--- config.mk ---
export PLATFORM = sky130hd
export DESIGN_NAME = glitch_scheduler
export DESIGN_NICKNAME = d
export VERILOG_FILES = /design/src/rtl/glitch_scheduler.sv
export SDC_FILE = /design/constraint.sdc
export NUM_CORES = 1
export LEC_CHECK = 0
export CAP_MARGIN = 0
export CELL_PAD_IN_SITES_DETAIL_PLACEMENT = 0
export CELL_PAD_IN_SITES_GLOBAL_PLACEMENT = 1
export CORE_ASPECT_RATIO = 1.4
export CORE_UTILIZATION = 40
export CTS_BUF_LIST = sky130_fd_sc_hd__clkbuf_4
export CTS_CLUSTER_SIZE = 20
export DETAILED_ROUTE_END_ITERATION = 10
export GPL_ROUTABILITY_DRIVEN = 0
export MAX_ROUTING_LAYER = met4
export PLACE_DENSITY_LB_ADDON = 0.2
export SLEW_MARGIN = 30
export SYNTH_ARGS = -nofsm -noshare
export SYNTH_HDL_FRONTEND = slang
export SYNTH_SLANG_ARGS = --single-unit
--- constraint.sdc ---
create_clock -name clk -period 2.1 [get_ports clk]
set_input_delay 0.42 -clock clk [delete_from_list [all_inputs] [get_ports clk]]
set_output_delay 0.42 -clock clk [all_outputs]
set_load 0.02 [all_outputs]
--- src/rtl/glitch_scheduler.sv ---
// Trigger-to-glitch timing controller: turns a qualified trigger edge into a
// programmed train of enable / enable_specific pulses for the glitch injector.
module glitch_scheduler #(
  parameter int DELAY_W = 16,
  parameter int LEN_W   = 8,
  parameter int CNT_W   = 8
) (
  input  logic               clk,
  input  logic               reset,
  input  logic               arm,
  input  logic               abort,
  input  logic               trigger,
  input  logic [DELAY_W-1:0] cfg_delay,
  input  logic [LEN_W-1:0]   cfg_len,
  input  logic [CNT_W-1:0]   cfg_num,
  input  logic [CNT_W-1:0]   cfg_gap,
  input  logic               cfg_specific,
  output logic               enable,
  output logic               enable_specific,
  output logic               busy,
  output logic               done,
  output logic [CNT_W-1:0]   glitch_count
);

  // One shared down-counter serves delay, pulse length and gap phases.
  localparam int MW = (LEN_W > CNT_W) ? LEN_W : CNT_W;
  localparam int CW = (DELAY_W > MW) ? DELAY_W : MW;

  typedef enum logic [2:0] {S_IDLE, S_ARMED, S_DELAY, S_GLITCH, S_GAP} state_e;

  state_e             state_q;
  logic               trig_q;
  logic [CW-1:0]      cnt_q;
  logic [DELAY_W-1:0] delay_q;
  logic [LEN_W-1:0]   len_q;
  logic [CNT_W-1:0]   num_q;
  logic [CNT_W-1:0]   gap_q;
  logic               spec_q;
  logic               en_q;
  logic               ens_q;
  logic               busy_q;
  logic               done_q;
  logic [CNT_W-1:0]   gcnt_q;

  logic trig_edge;
  logic pulse_on;
  logic last_pulse;
  logic cnt_one;

  assign trig_edge  = trigger & ~trig_q;
  assign pulse_on   = en_q | ens_q;
  assign last_pulse = (gcnt_q >= num_q);
  assign cnt_one    = (cnt_q == CW'(1));

  always_ff @(posedge clk or negedge reset) begin
    if (!reset) begin
      state_q <= S_IDLE;
      trig_q  <= 1'b0;
      cnt_q   <= '0;
      delay_q <= '0;
      len_q   <= '0;
      num_q   <= '0;
      gap_q   <= '0;
      spec_q  <= 1'b0;
      en_q    <= 1'b0;
      ens_q   <= 1'b0;
      busy_q  <= 1'b0;
      done_q  <= 1'b0;
      gcnt_q  <= '0;
    end else begin
      trig_q <= trigger;
      done_q <= 1'b0;
      if (abort && state_q != S_IDLE) begin
        state_q <= S_IDLE;
        en_q    <= 1'b0;
        ens_q   <= 1'b0;
        busy_q  <= 1'b0;
      end else begin
        case (state_q)
          S_IDLE: begin
            if (arm && !abort) begin
              // Zero-valued fields are clamped once here so later phases never see 0.
              delay_q <= cfg_delay;
              len_q   <= (cfg_len == '0) ? LEN_W'(1) : cfg_len;
              num_q   <= (cfg_num == '0) ? CNT_W'(1) : cfg_num;
              gap_q   <= (cfg_gap == '0) ? CNT_W'(1) : cfg_gap;
              spec_q  <= cfg_specific;
              gcnt_q  <= '0;
              busy_q  <= 1'b1;
              state_q <= S_ARMED;
            end
          end
          S_ARMED: begin
            if (trig_edge) begin
              if (delay_q == '0) begin
                state_q <= S_GLITCH;
              end else begin
                cnt_q   <= CW'(delay_q);
                state_q <= S_DELAY;
              end
            end
          end
          S_DELAY: begin
            if (cnt_one) state_q <= S_GLITCH;
            else         cnt_q   <= cnt_q - CW'(1);
          end
          S_GLITCH: begin
            if (!pulse_on) begin
              en_q   <= ~spec_q;
              ens_q  <= spec_q;
              cnt_q  <= CW'(len_q);
              gcnt_q <= (gcnt_q == '1) ? gcnt_q : gcnt_q + CNT_W'(1);
            end else if (cnt_one) begin
              en_q  <= 1'b0;
              ens_q <= 1'b0;
              if (last_pulse) begin
                done_q  <= 1'b1;
                busy_q  <= 1'b0;
                state_q <= S_IDLE;
              end else begin
                cnt_q   <= CW'(gap_q);
                state_q <= S_GAP;
              end
            end else begin
              cnt_q <= cnt_q - CW'(1);
            end
          end
          S_GAP: begin
            // The next pulse rises on the edge that ends the gap.
            if (cnt_one) begin
              en_q    <= ~spec_q;
              ens_q   <= spec_q;
              cnt_q   <= CW'(len_q);
              gcnt_q  <= (gcnt_q == '1) ? gcnt_q : gcnt_q + CNT_W'(1);
              state_q <= S_GLITCH;
            end else begin
              cnt_q <= cnt_q - CW'(1);
            end
          end
          default: begin
            state_q <= S_IDLE;
            busy_q  <= 1'b0;
          end
        endcase
      end
    end
  end

  assign enable          = en_q;
  assign enable_specific = ens_q;
  assign busy            = busy_q;
  assign done            = done_q;
  assign glitch_count    = gcnt_q;

endmodule

==> results.sh <==
export IMPL_avgSynthCellArea_um2=10.1
export IMPL_crit_fanout=32
export IMPL_cp_startpoint="delay_q[2]"
export IMPL_clk_insertion_delay_late_ns=0.43
export IMPL_synthArstFlopShare_pct=100
export IMPL_status="finished, violations left"
export IMPL_core_um2=9900
export IMPL_path_class="register to register"
export IMPL_initial_core_util_pct=41.0
export IMPL_cts_sinks=73
export IMPL_cap_viol_max_count=0
export IMPL_pin_count=58
export IMPL_layoutNonFillerInstCount=669
export IMPL_clk_pin_slew_ns=0.12
export IMPL_postPlaceCellArea_um2=5340
export IMPL_endpoint_kind="register"
export IMPL_cts_root_buf="clkbuf_4"
export IMPL_nNetsFinal=585
export IMPL_synth_seq_cells=73
export IMPL_syn_area_um2=4060
export IMPL_vias_per_cell=5.45
export IMPL_cts_buffers_inserted=9
export IMPL_dr_first_iter_drc_count=193
export IMPL_grt_pass1_wl_mm=17.8
export IMPL_antenna_found_initial=1
export IMPL_leakage_nw=2.44
export IMPL_drive_gt1_share_pct=31.9
export IMPL_fill_cells=926
export IMPL_hold_viol=0
export IMPL_hpwlAfterDp_mm=8.18
export IMPL_multi_input_area_um2=2200
export IMPL_fin_area_um2=5590
export IMPL_yosysWarnings=0
export IMPL_synth_flop_cell="dfrtp_1"
export IMPL_fin_crit_sh_pct=105
export IMPL_setup_viol=16
export IMPL_critPathLaunchType="register"
export IMPL_synth_net_count=457
export IMPL_wl_per_cell_um=16.2
export IMPL_die_width_um=87.1
export IMPL_grt_max_degree=41
export IMPL_area_delta_synth_final_pct=37.9
export IMPL_grt_util_all_layers_pct=22.8
export IMPL_fin_skew_ns=0.0166
export IMPL_hp_class="input port to register"
export IMPL_violations="negative setup slack"
export IMPL_wl_mm=10.8
export IMPL_rsz0062_at_grt="true"
export IMPL_grt_pass1_vias=3687
export IMPL_slew_headroom_pct=68.6
export IMPL_cellPowerDensity_nw_per_um2=1300
export IMPL_cts_tree="built"
export IMPL_overflow=0
export IMPL_cp_data_required_time_ns=2.42
export IMPL_rows=43
export IMPL_clock_fmax_mhz=452
export IMPL_fin_crit_ns=2.21
export IMPL_ant_nets=0
export IMPL_htree_levels=3
export IMPL_dr_pass1_iters=4
export IMPL_min_from="trigger"
export IMPL_die_area_um2=10600
export IMPL_ir_worst_vdd_uv=557
export IMPL_synth_edf_count=0
export IMPL_tightest_slew_ns=0.466
export IMPL_ys_seq_area_share_pct=45.0
export IMPL_r2r_start="delay_q[2]"
export IMPL_vias=3648
export IMPL_maxSlewViolCount=0
export IMPL_drc=0
export IMPL_dp_cells=646
export IMPL_cp_arrival_ns=2.54
export IMPL_clockBufferDepth=2
export IMPL_setup_slack_ns=-0.112
export IMPL_port_buffers=57
export IMPL_synth_cell_types=58
export IMPL_fin_tns_setup_ns=-1.12
export IMPL_seq_area_um2=1830
export IMPL_die_h_um=121
export IMPL_syn_inst=400
-- cells in the final DEF (no fill, tap or decap), types with 3 or more instances in the layout --
cell / count
buf_4: 72
dfrtp_1: 69
clkdlybuf4s50_1: 56
mux2_2: 41
nand2_1: 31
nor2_1: 28
o21ai_0: 25
nor3_1: 15
a21oi_1: 14
a22o_1: 13
o21ai_1: 12
inv_1: 11
nand3_1: 11
clkbuf_4: 10
ha_1: 9
nor4_1: 8
nand2b_1: 6
nor2b_1: 5
buf_12: 5
o31ai_1: 4
a22oi_1: 4
dfrtp_2: 4
o21a_1: 3
o31ai_2: 3
nand3b_1: 3
a22o_2: 3
a221o_1: 3
and3_1: 3
clkinv_2: 3
-- where the power goes --
group | internal [mW] | switching, mW | total, mW
registers | 2.02 | 0.516 | 2.54
clock network | 0.251 | 0.512 | 0.762
logic | 2.15 | 1.82 | 3.97
-- timing repair --
| action | in CTS | in global routing |
|---|---|---|
| hold buffers | 1 | 0 |
| pin swaps | 3 | 3 |
| endpoints found under the setup margin | 28 | 28 |
| resized for setup | 7 | 23 |
| hold endpoints to repair | 33 | 0 |
| buffers inserted | 1 | 4 |
-- sequential cells by signal (all words and copies together) (netlist names) --
name	flops
done	1
state_q	3
num_q	8
delay_q	16
enable_specific	1
trig_q	1
len_q	8
cnt_q	16
busy	1
glitch_count	8
gap_q	8
enable	1
spec_q	1
-- cell families after synthesis --
logic type	share of synthesized area, %
compound gates	17.6
xor+xnor	0.216
fa+ha+maj	3.39
buf+inv	4.13
flops	45.0
mux	11.6
simple gates	18.0
-- per-layer routing --
| metal | vias to the layer above | track usage [%] | share of wire (%) |
|---|---|---|---|
| met5 | - | - | 0 |
| met4 | 0 | 9.53 | 2.5 |
| met3 | 19 | 3.88 | 3.1 |
| met2 | 81 | 39.6 | 54 |
| met1 | 1801 | 25.7 | 40 |
| li1 | 1747 | - | - |
-- Yosys cell counts, types with 2 or more instances --
| cell | n | area (um2) |
|---|---|---|
| a21oi_1 | 14 | 70.1 |
| a221o_1 | 3 | 30.0 |
| a22o_1 | 14 | 123 |
| a22o_2 | 2 | 20.0 |
| a22oi_1 | 4 | 30.0 |
| a2bb2oi_1 | 2 | 17.5 |
| a31oi_1 | 2 | 12.5 |
| a32o_1 | 2 | 20.0 |
| and3_1 | 3 | 18.8 |
| and4_1 | 2 | 17.5 |
| buf_2 | 6 | 30.0 |
| buf_6 | 4 | 45.0 |
| clkbuf_1 | 8 | 30.0 |
| dfrtp_1 | 73 | 1830 |
| ha_1 | 11 | 138 |
| inv_1 | 13 | 48.8 |
| mux2_2 | 41 | 462 |
| nand2_1 | 31 | 116 |
| nand2b_1 | 8 | 50.1 |
| nand3_1 | 13 | 65.1 |
| nand3b_1 | 3 | 22.5 |
| nor2_1 | 28 | 105 |
| nor2b_1 | 5 | 31.3 |
| nor3_1 | 15 | 75.1 |
| nor3b_1 | 2 | 15.0 |
| nor4_1 | 8 | 50.1 |
| nor4_2 | 2 | 25.0 |
| o211ai_1 | 2 | 15.0 |
| o21a_1 | 3 | 22.5 |
| o21ai_0 | 34 | 170 |
| o21ai_1 | 3 | 15.0 |
| o22ai_1 | 3 | 18.8 |
| o31ai_1 | 7 | 52.6 |
| or3_1 | 2 | 12.5 |
| or4_1 | 4 | 30.0 |
-- final timing paths --
| check | to | slack [ns] | cells past startpoint |
|---|---|---|---|
| worst max-delay path | cnt_q[10] | -0.11 | 6 |
| worst min-delay path | trig_q | 0.44 | 1 |
| worst max register to register | cnt_q[10] | -0.11 | 6 |
| worst min register to register | num_q[7] | 0.52 | 1 |
| max in group asynchronous | gap_q[6] | 1.04 | 3 |
| min in group asynchronous | state_q[0] | 0.48 | 2 |
-- cell type report --
class	instances	area share, %
Sequential cell	73	32.7
Inverter	13	0.872
Multi-Input combinational cell	295	39.3
Tap cell	135	3.02
Antenna cell	1	0.0447
Clock buffer	10	1.34
Clock inverter	6	0.626
Timing Repair Buffer	136	22.1
-- stage by stage --
| step | hold WS [ns] | total power [mW] | utilization (%) | setup WS (ns) |
|---|---|---|---|---|
| after floorplan | 0.124 | 4.82 | - | -0.0387 |
| after global placement | 0.414 | 6.29 | 54.0 | -0.170 |
| after detailed placement | 0.417 | 6.39 | 54.0 | -0.178 |
| after CTS | 0.409 | 7.22 | 55.5 | -0.125 |
| after global routing | 0.419 | 7.83 | 56.5 | -0.230 |
| final | 0.437 | 7.26 | 56.5 | -0.112 |
-- worst max-delay path, cell delays in order, from the launching register on --
cell      delay (ns)
dfrtp_1         0.45
or4_4           0.50
or4_4           0.45
o22ai_4         0.20
a211oi_2        0.07
buf_12          0.19
a22o_2          0.25
Note: power is estimated with default switching activity, not from simulation.
